**src/rtl/pipe_perf_counter.sv**
```systemverilog
// pipe_perf_counter: cycle/retire/stall/flush counters with snapshot reads, frozen on halt; PERF_SATURATE_EN makes counters saturate instead of wrap
module pipe_perf_counter #(
  parameter int W = 32
) (
  input  logic         clk,
  input  logic         n_rst,
  input  logic         run_en,
  input  logic         clear,
  input  logic         retire_valid,
  input  logic         stall,
  input  logic         flush,
  input  logic         halt,
  input  logic         rd_req,
  input  logic [1:0]   rd_sel,
  output logic         rd_valid,
  output logic [W-1:0] rd_data,
  output logic [W-1:0] n_cycle,
  output logic [W-1:0] n_exe_instr,
  output logic         halted,
  output logic         ovf
);
  typedef enum logic [1:0] {IDLE, COUNT, HALTED} state_t;
  state_t state;
  logic [W-1:0] stall_c, flush_c, cyc_nx, ins_nx, stl_nx, fls_nx;
  logic o_c, o_i, o_s, o_f;
  function automatic logic [W:0] bump(input logic [W-1:0] v, input logic en);
    logic top;
    top = en & (&v);
`ifdef PERF_SATURATE_EN
    return {top, top ? v : v + W'(en)};
`else
    return {top, v + W'(en)};
`endif
  endfunction
  always_comb begin
    {o_c, cyc_nx} = bump(n_cycle, 1'b1);
    {o_i, ins_nx} = bump(n_exe_instr, retire_valid);
    {o_s, stl_nx} = bump(stall_c, stall);
    {o_f, fls_nx} = bump(flush_c, flush);
  end
  always_ff @(posedge clk) begin
    if (n_rst) begin
      state       <= IDLE;
      n_cycle     <= '0;
      n_exe_instr <= '0;
      stall_c     <= '0;
      flush_c     <= '0;
      rd_valid    <= 1'b0;
      rd_data     <= '0;
      halted      <= 1'b0;
      ovf         <= 1'b0;
    end else begin
      rd_valid <= rd_req;
      if (rd_req)
        rd_data <= rd_sel == 2'd0 ? n_cycle : rd_sel == 2'd1 ? n_exe_instr : rd_sel == 2'd2 ? stall_c : flush_c;
      if (clear) begin
        state       <= IDLE;
        n_cycle     <= '0;
        n_exe_instr <= '0;
        stall_c     <= '0;
        flush_c     <= '0;
        halted      <= 1'b0;
        ovf         <= 1'b0;
      end else if (state == IDLE) begin
        if (run_en) state <= COUNT;
      end else if (state == COUNT) begin
        n_cycle     <= cyc_nx;
        n_exe_instr <= ins_nx;
        stall_c     <= stl_nx;
        flush_c     <= fls_nx;
        ovf         <= ovf | o_c | o_i | o_s | o_f;
        if (halt) begin
          state  <= HALTED;
          halted <= 1'b1;
        end
      end
    end
  end
endmodule

```
**config.mk**
```make
export PLATFORM = sky130hd
export DESIGN_NAME = pipe_perf_counter
export DESIGN_NICKNAME = d
export VERILOG_FILES = /design/src/rtl/pipe_perf_counter.sv
export SDC_FILE = /design/constraint.sdc
export NUM_CORES = 1
export LEC_CHECK = 0
export CAP_MARGIN = 30
export CORE_AREA = 10 10 130 132
export DETAILED_ROUTE_END_ITERATION = 6
export DIE_AREA = 0 0 140 142
export PLACE_DENSITY = 0.86
export SLEW_MARGIN = 20
export SYNTH_ARGS = -nofsm -noshare
export SYNTH_HDL_FRONTEND = slang
export SYNTH_SLANG_ARGS = --single-unit
export TNS_END_PERCENT = 100
```
**constraint.sdc**
```tcl
create_clock -name clk -period 2.52 [get_ports clk]
set_clock_uncertainty 0.15 [all_clocks]
set_input_delay 0.252 -clock clk [delete_from_list [all_inputs] [get_ports clk]]
set_output_delay 0.252 -clock clk [all_outputs]
set_load 0.01 [all_outputs]
```
Word-level counts from Yosys, hierarchy flattened
Index checks and enable logic that the tools add are counted.
Word-level totals
  register bits: 165
  output and inout port bits: 99
  logic and storage cells: 44
Operators by class
  add/subtract/negate cells: 4
  eq/ne operators: 4
  multiplexer cells: 7
  bitwise operators: 8
  reduce and logical (&&, ||, !) cells: 12
Operators by type and width (count)
  32-bit AND reduction: 4
  32-bit by 1-bit adder with 32-bit output: 3
  32-bit two-way mux: 3
  32-bit by 1-bit adder with 32-bit output, second input constant: 1
  2-bit two-way mux: 4
  3-bit AND reduction: 2
  2-bit by 1-bit == test with 1-bit output, second input constant: 2
  2-bit zero test: 2
  1-bit OR: 4
  2-bit nonzero test: 2
  1-bit bitwise AND: 3
  2-bit == test, second input constant: 1
  2-bit != test, second input constant: 1
  2-bit AND reduction: 1
  2-bit OR reduction: 1
  1-bit NOT: 1

Logic depth before layout (Yosys ltp)
Gate-level depths: netlist (run 1).
  depth after elaboration: 5
  mapped depth: 8
  gate-level depth less buffers: 8

Worst setup path before layout (run 1)
Ideal clock, no wire load.
  path type: reg2reg
  start: register n_exe_instr[0]
  end: register n_exe_instr[30]
  library setup time: 0.070 ns
  arrival: 1.983 ns
  setup slack: 0.316 ns
  cell stages (with the launch flop): 8
  buffers on the path: 0
  clock period less this slack: 2.204 ns
  cell sequence: dfxtp_1 ha_1 ha_1 nand3b_4 nor4_4 nand3_2 or3_1 a21oi_1
On the way
  word-level cells in the longest chain between the ends: 1
RTL lines
  from (decl): RTL line 18  | output logic [W-1:0] n_exe_instr,
  from (signal assigned): RTL line 68  | n_exe_instr <= ins_nx;
  32-bit by 1-bit adder with 32-bit output: RTL line 32  | return {top, v + W'(en)};
Every way passes these cells.
A chain may end at the register's enable or synchronous reset.

Worst setup path in the final report (run 1)
Ends and elaborated chain as after synthesis.

==> reports/metrics.json, run 1 <==
{
  "finalWeightedCongestion": {"value": 0.871},
  "die-height": {"value": 142, "unit": "microns"},
  "cpMostUsedCell": {"value": "ha_1"},
  "clock_network_fraction_of_total_power": {"value": 51.0, "unit": "%"},
  "cp_slowest_stage_delay": {"value": 540, "unit": "ps"},
  "muxShareOfSynthArea": {"value": 13.4, "unit": "%"},
  "worstPathCellList": {"value": "ha_1, ha_1, nand3b_4, nor4_4, nand3_2, or3_1, a21oi_1"},
  "timing.final.ws_setup": {"value": 111, "unit": "ps"},
  "hold_path_class": {"value": "input port to register"},
  "number_of_global_route_vias_before_repair": {"value": 6618},
  "cts_num_sinks": {"value": 165},
  "fp-row-count": {"value": 44},
  "yosys.area_share.simple": {"value": 25.7, "unit": "%"},
  "layout.area.seq": {"value": 0.00330, "unit": "sq mm"},
  "power.total": {"value": 5700, "unit": "uW"},
  "firstDrtPassIters": {"value": 5},
  "cts_tree": {"value": "built"},
  "holdPathEnd": {"value": "rd_valid$_SDFF_PP0_"},
  "cellPowerDensity": {"value": 580, "unit": "mW/mm^2"},
  "fill_cells": {"value": 1038},
  "reg2reg_slack": {"value": 110, "unit": "ps"},
  "status": {"value": "complete, no violations"},
  "grt.total_usage": {"value": 21.6, "unit": "%"},
  "area.growth.synth_to_final": {"value": 26.5, "unit": "%"},
  "min_from": {"value": "rd_req"},
  "crit_fanout": {"value": 5},
  "layout-drive-gt1-share": {"value": 10.9, "unit": "%"},
  "synth.net_count": {"value": 842},
  "postRouteWirelength": {"value": 21900, "unit": "microns"},
  "cts_setup_buffers": {"value": 0},
  "worst_ep_required_time": {"value": 2740, "unit": "ps"},
  "cts_root_buffer": {"value": "clkbuf_16"},
  "cp-end-kind": {"value": "register"},
  "wire_per_inst": {"value": 19.3, "unit": "microns"},
  "num_cts_buffers": {"value": 17},
  "final_antenna_violating_net_count": {"value": 0},
  "report.final.hold_viol_count": {"value": 0},
  "post_synth_inst_count": {"value": 824},
  "timing.hold.ws": {"value": 197, "unit": "ps"},
  "initial_core_utilization": {"value": 54.3, "unit": "%"},
  "clock_insertion_delay_worst_skew": {"value": 440, "unit": "ps"},
  "reg2regPathDepth": {"value": 7},
  "post_synthesis_compound_gate_area_fraction": {"value": 2.12, "unit": "%"},
  "critical_path.startpoint_type": {"value": "register"},
  "rsz_0062_raised_after_global_routing": {"value": "no"},
  "grt-ovfl-total": {"value": 0},
  "viasPerCell": {"value": 5.92},
  "register_area_share_after_synthesis": {"value": 42.5, "unit": "%"},
  "htree_num_levels": {"value": 4},
  "dominant_combinational_cell_family_by_area_after_synthesis": {"value": "simple AND/OR/NAND/NOR gates"},
  "die_area": {"value": 0.0199, "unit": "sq mm"},
  "power_frac_seq": {"value": 45.8, "unit": "%"},
  "adder_cell_share_of_the_synthesized_area": {"value": 1.13, "unit": "%"},
  "fin_crit_sh": {"value": 95.6, "unit": "%"},
  "fin_tns_setup": {"value": 0, "unit": "ps"},
  "detail_route.iter0.violations": {"value": 748},
  "die-width": {"value": 140, "unit": "microns"},
  "clk_path_buf_depth": {"value": 2},
  "clk_transition_reported_paths": {"value": 60, "unit": "ps"},
  "coreArea": {"value": 0.0143, "unit": "sq mm"},
  "timing_worst_setup_path_type": {"value": "register to register"},
  "r2r_end": {"value": "n_exe_instr[30]$_SDFFE_PP0P_"},
  "crit_slowest_cell": {"value": "nor4_4"},
  "timing.fmax": {"value": 415, "unit": "MHz"},
  "top_level_port_count": {"value": 110},
  "critPathArrivalTime": {"value": 2620, "unit": "ps"},
  "p_int": {"value": 4520, "unit": "uW"},
  "worst_pin_slew": {"value": 536, "unit": "ps"},
  "vias": {"value": 6713},
  "first_pass_grt_wire_length": {"value": 34900, "unit": "microns"},
  "antenna_found_initial": {"value": 0},
  "ys_seq_elements": {"value": 165},
  "dp_slack": {"value": -147, "unit": "ps"},
  "comb_power_share": {"value": 3.1, "unit": "%"},
  "multi_input_area": {"value": 0.00428, "unit": "sq mm"},
  "setup_viol_count_final": {"value": 0},
  "grt_start_max_net_pins": {"value": 43},
  "io_buffer_count": {"value": 109},
  "switching_share": {"value": 20.8, "unit": "%"},
  "detailedPlacementHpwl": {"value": 15600, "unit": "microns"},
  "ir_drop": {"value": 0.474, "unit": "mV"},
  "syn_avg_cell_area": {"value": 9.44, "unit": "sq um"},
  "cts_hold_buffers": {"value": 0},
  "leakagePower": {"value": 0.00349, "unit": "uW"},
  "num_antenna_cells": {"value": 0},
  "yosys_synthesis_warning_count": {"value": 0},
  "switching_power": {"value": 1180, "unit": "uW"},
  "min_delay_path_depth": {"value": 2},
  "timing.final.crit_period": {"value": 2410, "unit": "ps"},
  "nets": {"value": 955},
  "synth-xor-area-share": {"value": 12.6, "unit": "%"},
  "cts_resized": {"value": 0},
  "synth_cell_types": {"value": 41},
  "worst_reg2reg_startpoint": {"value": "n_exe_instr[0]$_SDFFE_PP0P_"},
  "drc": {"value": 0},
  "timing_max_transition_violations_final": {"value": 0},
  "slew_headroom": {"value": 64.0, "unit": "%"},
  "post_synth_instance_area": {"value": 0.00777, "unit": "sq mm"},
  "maxCapViolations": {"value": 0}
}
[per-stage QoR]
| stage | util [%] | std cells | area [sq um] |
|---|---|---|---|
| 2_1_floorplan | - | 824 | 7770 |
| 3_3_place_gp | 64.1 | 1102 | 9170 |
| 3_5_place_dp | 64.1 | 1102 | 9170 |
| 4_1_cts | 68.7 | 1134 | 9840 |
| 5_1_grt | 68.7 | 1134 | 9840 |
| 6_report | 68.7 | 1134 | 9840 |
[layout make-up]
| type | instances | area share (%) |
|---|---|---|
| Clock buffer | 20 | 4.74 |
| Clock inverter | 12 | 2.04 |
| Inverter | 9 | 0.343 |
| Multi-Input combinational cell | 611 | 43.5 |
| Sequential cell | 165 | 33.6 |
| Tap cell | 184 | 2.34 |
| Timing Repair Buffer | 133 | 13.5 |
[cell usage after synthesis]
cell | n | area [sq um]
nor3_1 | 10 | 50.1
clkbuf_1 | 25 | 93.8
mux4_2 | 31 | 698
xor2_1 | 78 | 683
nand3b_4 | 1 | 20.0
nand2_1 | 64 | 240
buf_1 | 3 | 11.3
o31ai_1 | 2 | 15.0
clkbuf_2 | 1 | 5.00
buf_2 | 9 | 45.0
nand3_1 | 41 | 205
and4b_1 | 1 | 10.0
or2_1 | 1 | 6.26
and2_1 | 8 | 50.1
dfxtp_1 | 165 | 3300
buf_4 | 1 | 7.51
mux2i_1 | 32 | 320
or2_2 | 3 | 18.8
nor3_2 | 2 | 20.0
inv_1 | 9 | 33.8
ha_1 | 7 | 87.6
nand3b_1 | 2 | 15.0
nor4_4 | 2 | 42.5
xnor2_1 | 34 | 298
mux4_1 | 1 | 26.3
nand4_1 | 33 | 206
nand4b_1 | 1 | 8.76
nand2b_1 | 1 | 6.26
and4_1 | 20 | 175
nor3b_2 | 1 | 12.5
nand3_2 | 2 | 20.0
or3_1 | 10 | 62.6
a21oi_1 | 20 | 100
o21ai_0 | 10 | 50.1
nor4_1 | 5 | 31.3
nor2b_1 | 5 | 31.3
nand4_2 | 1 | 12.5
nor2_1 | 168 | 631
and4_2 | 1 | 10.0
and3_1 | 11 | 68.8
nand4_4 | 2 | 42.5
[worst max-delay path, delay by kind of cell, from the launching register on]
family          cells  cell delay, ps
compound gates      1             150
fa+ha+maj           2             410
flops               1             430
simple gates        4            1200
[power by group through the flow]
stage          logic (uW)  clock network (uW)  registers [uW]
2_1_floorplan         115                   0            2670
3_3_place_gp          176                   0            2670
3_5_place_dp          178                   0            2670
4_1_cts               179                2910            2610
5_1_grt               191                3020            2610
6_report              179                2910            2610
[state kept, by name (all words and copies together), names as in the netlist]
register,flops
rd_valid,1
ovf,1
rd_data,32
halted,1
stall_c,32
n_cycle,32
flush_c,32
n_exe_instr,32
state,2
[layer usage]
metal	vias up	GRT usage, %	wire length, microns
met2	300	35.5	10700
met1	3278	25.8	8670
li1	3069	-	-
met5	-	0	0
met3	66	6.14	1880
met4	0	10.2	626
[logic make-up after synthesis]
kind of cell,count (synthesis)
AOI/OAI and AO/OA,32
xor gates and xnor gates,112
adders and majority gates,7
buffers and inverters,48
DFF,165
muxes,64
and+or+nand+nor,396
[worst max-delay path by stage]
| stage | end | cells after the start | from | slack (ps) |
|---|---|---|---|---|
| 2_1_floorplan | n_exe_instr[30]$_SDFFE_PP0P_ | 7 | n_exe_instr[0]$_SDFFE_PP0P_ | 320 |
| 3_3_place_gp | n_exe_instr[30]$_SDFFE_PP0P_ | 8 | retire_valid | -6 |
| 3_5_place_dp | n_exe_instr[30]$_SDFFE_PP0P_ | 8 | retire_valid | -150 |
| 4_1_cts | n_exe_instr[30]$_SDFFE_PP0P_ | 7 | n_exe_instr[0]$_SDFFE_PP0P_ | 140 |
| 5_1_grt | n_cycle[17]$_SDFFE_PP0P_ | 7 | state[1]$_SDFFE_PP0P_ | 50 |
| 6_report | n_exe_instr[30]$_SDFFE_PP0P_ | 7 | n_exe_instr[0]$_SDFFE_PP0P_ | 110 |
[cell usage in the layout, fill, tap and decap left out, drive strengths merged]
cell type / count
a21oi: 20
and2: 8
and3: 11
and4: 21
and4b: 1
buf: 26
bufinv: 5
clkbuf: 20
clkdlybuf4s50: 107
clkinv: 4
clkinvlp: 3
dfxtp: 165
ha: 7
inv: 9
mux2i: 32
mux4: 32
nand2: 64
nand2b: 1
nand3: 43
nand3b: 3
nand4: 36
nand4b: 1
nor2: 168
nor2b: 5
nor3: 12
nor3b: 1
nor4: 7
o21ai: 10
o31ai: 2
or2: 4
or3: 10
xnor2: 34
xor2: 78
Note: power is estimated with default switching activity, not from simulation.
==> run 2: changes to the inputs <==
--- a/config.mk
+++ b/config.mk
@@ -6,9 +6,9 @@
 export NUM_CORES = 1
 export LEC_CHECK = 0
 export CAP_MARGIN = 30
-export CORE_AREA = 10 10 130 132
+export CORE_AREA = 5 5 125 127
 export DETAILED_ROUTE_END_ITERATION = 6
-export DIE_AREA = 0 0 140 142
+export DIE_AREA = 0 0 130 132
 export PLACE_DENSITY = 0.86
 export SLEW_MARGIN = 20
 export SYNTH_ARGS = -nofsm -noshare
==> reports/metrics.json, run 2 (synthesis results as in run 1) <==
{
  "status": {"value": "complete, no violations"},
  "cts_resized": {"value": 0},
  "wire_per_inst": {"value": 18.5, "unit": "microns"},
  "crit_fanout": {"value": 14},
  "r2r_end": {"value": "n_cycle[17]$_SDFFE_PP0P_"},
  "min_delay_path_depth": {"value": 2},
  "leakagePower": {"value": 0.00347, "unit": "uW"},
  "die-width": {"value": 130, "unit": "microns"},
  "worst-path-buf-inv": {"value": 1},
  "cts_setup_buffers": {"value": 0},
  "finalInstanceArea": {"value": 0.00977, "unit": "sq mm"},
  "num_antenna_cells": {"value": 0},
  "coreArea": {"value": 0.0143, "unit": "sq mm"},
  "num_cts_buffers": {"value": 17},
  "htree_num_levels": {"value": 4},
  "antenna_found_initial": {"value": 0},
  "timing.fmax": {"value": 435, "unit": "MHz"},
  "post-place-cells": {"value": 1103},
  "setup_viol_count_final": {"value": 0},
  "most-common-layout-cells": {"value": "168 x nor2_1, 165 x dfxtp_1, 107 x clkdlybuf4s50_1"},
  "top_level_port_count": {"value": 110},
  "kind_of_cell_adding_the_most_delay_to_the_critical_path": {"value": "simple AND/OR/NAND/NOR gates"},
  "final_antenna_violating_net_count": {"value": 0},
  "min_from": {"value": "rd_req"},
  "timing_max_transition_violations_final": {"value": 0},
  "crit_slowest_cell": {"value": "nor2_1"},
  "layoutNonFillerInstCount": {"value": 1135},
  "cts_root_buffer": {"value": "clkbuf_16"},
  "rsz_0062_raised_after_global_routing": {"value": "no"},
  "grt-ovfl-total": {"value": 0},
  "first_pass_grt_wire_length": {"value": 34100, "unit": "microns"},
  "drc": {"value": 0},
  "cellPowerDensity": {"value": 548, "unit": "mW/mm^2"},
  "holdPathEnd": {"value": "rd_valid$_SDFF_PP0_"},
  "finalWeightedCongestion": {"value": 0.872},
  "cp_slowest_stage_delay": {"value": 430, "unit": "ps"},
  "layout_commonest_cell": {"value": "nor2_1"},
  "cp-end-kind": {"value": "register"},
  "reg2reg_slack": {"value": 220, "unit": "ps"},
  "cts_hold_buffers": {"value": 0},
  "hold_path_class": {"value": "input port to register"},
  "layout-drive-gt1-share": {"value": 10.7, "unit": "%"},
  "cts_num_sinks": {"value": 165},
  "detailed_place.area": {"value": 0.00919, "unit": "sq mm"},
  "io_buffer_count": {"value": 109},
  "number_of_global_route_vias_before_repair": {"value": 6490},
  "initial_core_utilization": {"value": 54.3, "unit": "%"},
  "slew_headroom": {"value": 67.2, "unit": "%"},
  "clk_transition_reported_paths": {"value": 60, "unit": "ps"},
  "worst_reg2reg_startpoint": {"value": "state[1]$_SDFFE_PP0P_"},
  "dp_slack": {"value": -40.7, "unit": "ps"},
  "critPathArrivalTime": {"value": 2470, "unit": "ps"},
  "die_area": {"value": 0.0172, "unit": "sq mm"},
  "area.growth.synth_to_final": {"value": 25.6, "unit": "%"},
  "timing.final.ws_setup": {"value": 223, "unit": "ps"},
  "worst_pin_slew": {"value": 492, "unit": "ps"},
  "cts_tree": {"value": "built"},
  "firstDrtPassIters": {"value": 5},
  "fin_crit_sh": {"value": 91.2, "unit": "%"},
  "final_util": {"value": 68.2, "unit": "%"},
  "report.final.hold_viol_count": {"value": 0},
  "timing.final.crit_period": {"value": 2300, "unit": "ps"},
  "clock_insertion_delay_worst_skew": {"value": 430, "unit": "ps"},
  "postRouteWirelength": {"value": 21000, "unit": "microns"},
  "worstPathCellList": {"value": "nor2b_1, buf_12, nand4_1, nor2_1, nand4_1, xor2_1, nor2_1"},
  "reg2regPathDepth": {"value": 7},
  "worst_ep_required_time": {"value": 2690, "unit": "ps"},
  "timing_worst_setup_path_type": {"value": "register to register"},
  "die-height": {"value": 132, "unit": "microns"},
  "clk_path_buf_depth": {"value": 2},
  "viasPerCell": {"value": 5.87},
  "detailedPlacementHpwl": {"value": 15000, "unit": "microns"},
  "nets": {"value": 956},
  "detail_route.iter0.violations": {"value": 793},
  "grt_start_max_net_pins": {"value": 65},
  "fp-row-count": {"value": 44},
  "maxCapViolations": {"value": 0},
  "grt.total_usage": {"value": 25.0, "unit": "%"},
  "ir_drop": {"value": 0.433, "unit": "mV"},
  "vias": {"value": 6663},
  "critical_path.startpoint_type": {"value": "register"}
}
[run 2: cell types whose count changed in the layout (fill, tap and decap cells not counted), sizes merged]
| cell | previous run | this run |
|---|---|---|
| clkinvlp | 3 | 1 |
| clkbuf | 20 | 23 |
| clkinv | 4 | 6 |
| bufinv | 5 | 2 |
| buf | 26 | 27 |
[run 2: per-layer routing]
layer	GRT usage [%]	vias to the layer above	part of all wire, %
li1	-	3085	-
met1	32.8	3212	41
met2	40.1	306	48
met3	5.71	60	7.4
met4	9.35	0	3.3
met5	0	-	0
[run 2: worst max-delay path by stage]
stage	from	to	slack, ps	cells after the start
6_report	state[1]$_SDFFE_PP0P_	n_cycle[17]$_SDFFE_PP0P_	220	7
5_1_grt	n_cycle[1]$_SDFFE_PP0P_	n_cycle[22]$_SDFFE_PP0P_	90	8
4_1_cts	n_exe_instr[0]$_SDFFE_PP0P_	n_exe_instr[30]$_SDFFE_PP0P_	240	7
3_5_place_dp	retire_valid	n_exe_instr[30]$_SDFFE_PP0P_	-40	8
3_3_place_gp	retire_valid	n_exe_instr[30]$_SDFFE_PP0P_	2	8
2_1_floorplan	n_exe_instr[0]$_SDFFE_PP0P_	n_exe_instr[30]$_SDFFE_PP0P_	320	7
[run 2: final cells by class]
cell class / instances / area, sq um
clock buffer: 23 / 478
clock inverter: 9 / 101
fill: 1061 / 4550
inverter: 9 / 33.8
multi-input combinational: 611 / 4280
sequential: 165 / 3300
tap: 184 / 230
timing repair buffer: 134 / 1340
[run 2: where the power goes]
part | leakage, uW | internal (uW) | switching, uW
clock | 0.000287 | 1530 | 1030
combinational | 0.00185 | 72.4 | 107
sequential | 0.00133 | 2610 | 2.80
total | 0.00347 | 4210 | 1140
[run 2: through the flow]
stage                     TNS [ps]  hold WS [ps]  power (uW)
after floorplan                  0           242        2790
after global placement           0           289        2850
after detailed placement     -40.7           291        2850
after CTS                        0           188        5360
after global routing             0           192        5500
final                            0           187        5350
[run 2: worst register-to-register path: cells and delay by family, from the launching register on]
family,cells,cell delay [ps]
buf+inv,1,180
flops,1,420
simple gates,5,1240
xor+xnor,1,190
==> run 3: changes to the inputs <==
--- a/config.mk
+++ b/config.mk
@@ -6,10 +6,10 @@
 export NUM_CORES = 1
 export LEC_CHECK = 0
 export CAP_MARGIN = 30
-export CORE_AREA = 5 5 125 127
+export CORE_AREA = 5 5 115 139
 export DETAILED_ROUTE_END_ITERATION = 6
-export DIE_AREA = 0 0 130 132
-export PLACE_DENSITY = 0.86
+export DIE_AREA = 0 0 120 144
+export PLACE_DENSITY = 0.85
 export SLEW_MARGIN = 20
 export SYNTH_ARGS = -nofsm -noshare
 export SYNTH_HDL_FRONTEND = slang
==> reports/metrics.json, run 3 (synthesis results as in run 1) <==
{
  "clk_path_buf_depth": {"value": 2},
  "drc": {"value": 0},
  "cp-end-kind": {"value": "register"},
  "timing.fmax": {"value": 442, "unit": "MHz"},
  "number_of_global_route_vias_before_repair": {"value": 6648},
  "worst_ep_required_time": {"value": 2680, "unit": "ps"},
  "slew_headroom": {"value": 57.0, "unit": "%"},
  "setup_viol_count_final": {"value": 0},
  "fp-row-count": {"value": 49},
  "power.total": {"value": 5550, "unit": "uW"},
  "report.final.hold_viol_count": {"value": 0},
  "timing.final.ws_setup": {"value": 259, "unit": "ps"},
  "viasPerCell": {"value": 5.86},
  "detailedPlacementHpwl": {"value": 14500, "unit": "microns"},
  "critPathArrivalTime": {"value": 2420, "unit": "ps"},
  "postRouteWirelength": {"value": 21000, "unit": "microns"},
  "timing_max_transition_violations_final": {"value": 0},
  "grt-ovfl-total": {"value": 0},
  "firstDrtPassIters": {"value": 5},
  "finalWeightedCongestion": {"value": 0.880},
  "most-common-layout-cells": {"value": "168 x nor2_1, 165 x dfxtp_1, 107 x clkdlybuf4s50_1"},
  "rsz_0062_raised_after_global_routing": {"value": "no"},
  "die_area": {"value": 0.0173, "unit": "sq mm"},
  "clk_transition_reported_paths": {"value": 60, "unit": "ps"},
  "area.growth.synth_to_final": {"value": 25.7, "unit": "%"},
  "clock_insertion_delay_worst_skew": {"value": 430, "unit": "ps"},
  "critical_path.startpoint_type": {"value": "register"},
  "worst_pin_slew": {"value": 645, "unit": "ps"},
  "initial_core_utilization": {"value": 53.1, "unit": "%"},
  "htree_num_levels": {"value": 4},
  "leakagePower": {"value": 0.00346, "unit": "uW"},
  "coreArea": {"value": 0.0147, "unit": "sq mm"},
  "hold_path_class": {"value": "input port to register"},
  "maxCapViolations": {"value": 0},
  "die-width": {"value": 120, "unit": "microns"},
  "first_pass_grt_wire_length": {"value": 34300, "unit": "microns"},
  "detail_route.iter0.violations": {"value": 654},
  "fin_crit_sh": {"value": 89.7, "unit": "%"},
  "final_antenna_violating_net_count": {"value": 0},
  "grt.total_usage": {"value": 25.0, "unit": "%"},
  "timing.final.crit_period": {"value": 2260, "unit": "ps"},
  "cts_hold_buffers": {"value": 0},
  "layout_commonest_cell": {"value": "nor2_1"},
  "fin_tns_setup": {"value": 0, "unit": "ps"},
  "detailed_place.area": {"value": 0.00915, "unit": "sq mm"},
  "num_antenna_cells": {"value": 0},
  "dp_slack": {"value": -26.4, "unit": "ps"},
  "num_cts_buffers": {"value": 17},
  "grt_start_max_net_pins": {"value": 63},
  "cts_resized": {"value": 0},
  "crit_fanout": {"value": 7},
  "cts_root_buffer": {"value": "clkbuf_16"},
  "cts_tree": {"value": "built"},
  "top_level_port_count": {"value": 110},
  "finalInstanceArea": {"value": 0.00977, "unit": "sq mm"},
  "wire_per_inst": {"value": 18.7, "unit": "microns"},
  "nets": {"value": 955},
  "cellPowerDensity": {"value": 568, "unit": "mW/mm^2"},
  "vias": {"value": 6608},
  "cts_num_sinks": {"value": 165},
  "timing_worst_setup_path_type": {"value": "register to register"},
  "io_buffer_count": {"value": 109},
  "layout-drive-gt1-share": {"value": 10.6, "unit": "%"},
  "die-height": {"value": 144, "unit": "microns"},
  "status": {"value": "complete, no violations"},
  "ir_drop": {"value": 0.361, "unit": "mV"},
  "cts_setup_buffers": {"value": 0},
  "antenna_found_initial": {"value": 0}
}
run 3: cell types whose count changed in the layout (fill, tap and decap cells not counted):
cell	change
clkinvlp_4	+2
bufinv_16	+2
buf_12	-2
clkbuf_1	-1
clkinv_2	-5
buf_4	+1
clkbuf_8	-2
clkinv_4	+3
run 3: where the power goes:
part           internal, uW  switching, uW  total [uW]
Combinational          69.3            105         174
Sequential             2610           4.84        2620
Clock                  1690           1080        2760
run 3: per-layer routing:
layer	GRT usage [%]	vias to the layer above	share of wire (%)
met1	30.5	3215	40
met3	5.13	60	6.3
met2	43.0	264	50
li1	-	3069	-
met5	0	-	0
met4	10.7	0	3.2
run 3: per-stage QoR:
step,utilization (%),hold WS [ps],cells
2_1_floorplan,-,242,824
3_3_place_gp,62.4,287,1096
3_5_place_dp,62.4,305,1096
4_1_cts,66.7,222,1127
5_1_grt,66.7,234,1127
6_report,66.7,226,1127
run 3: path summary, 6_finish.rpt:
kind,startpoint,to,slack (ps),cells after the start
setup / recovery,n_cycle[1]$_SDFFE_PP0P_,n_cycle[22]$_SDFFE_PP0P_,260,8
hold / removal,run_en,state[0]$_SDFFE_PP0P_,230,3
setup reg to reg,n_cycle[1]$_SDFFE_PP0P_,n_cycle[22]$_SDFFE_PP0P_,260,8
hold reg to reg,ovf$_SDFFE_PP0P_,ovf$_SDFFE_PP0P_,320,2
run 3: cell type report:
| type | count | area [sq um] |
|---|---|---|
| well taps | 178 | 223 |
| repair buffers | 133 | 1310 |
| inverters | 9 | 33.8 |
| clock buffers | 20 | 447 |
| flip-flops and latches | 165 | 3300 |
| clock inverters | 11 | 178 |
| multi-input cells | 611 | 4280 |
| fillers | 1072 | 4880 |
run 3: worst max-delay path, stage by stage (launching register included):
cell and delay [ps]:
dfxtp_1 460, ha_1 220, and3_1 240, nand2_1 190
nor4_1 370, buf_4 190, and3_1 160, xnor2_1 110
nor2_1 50
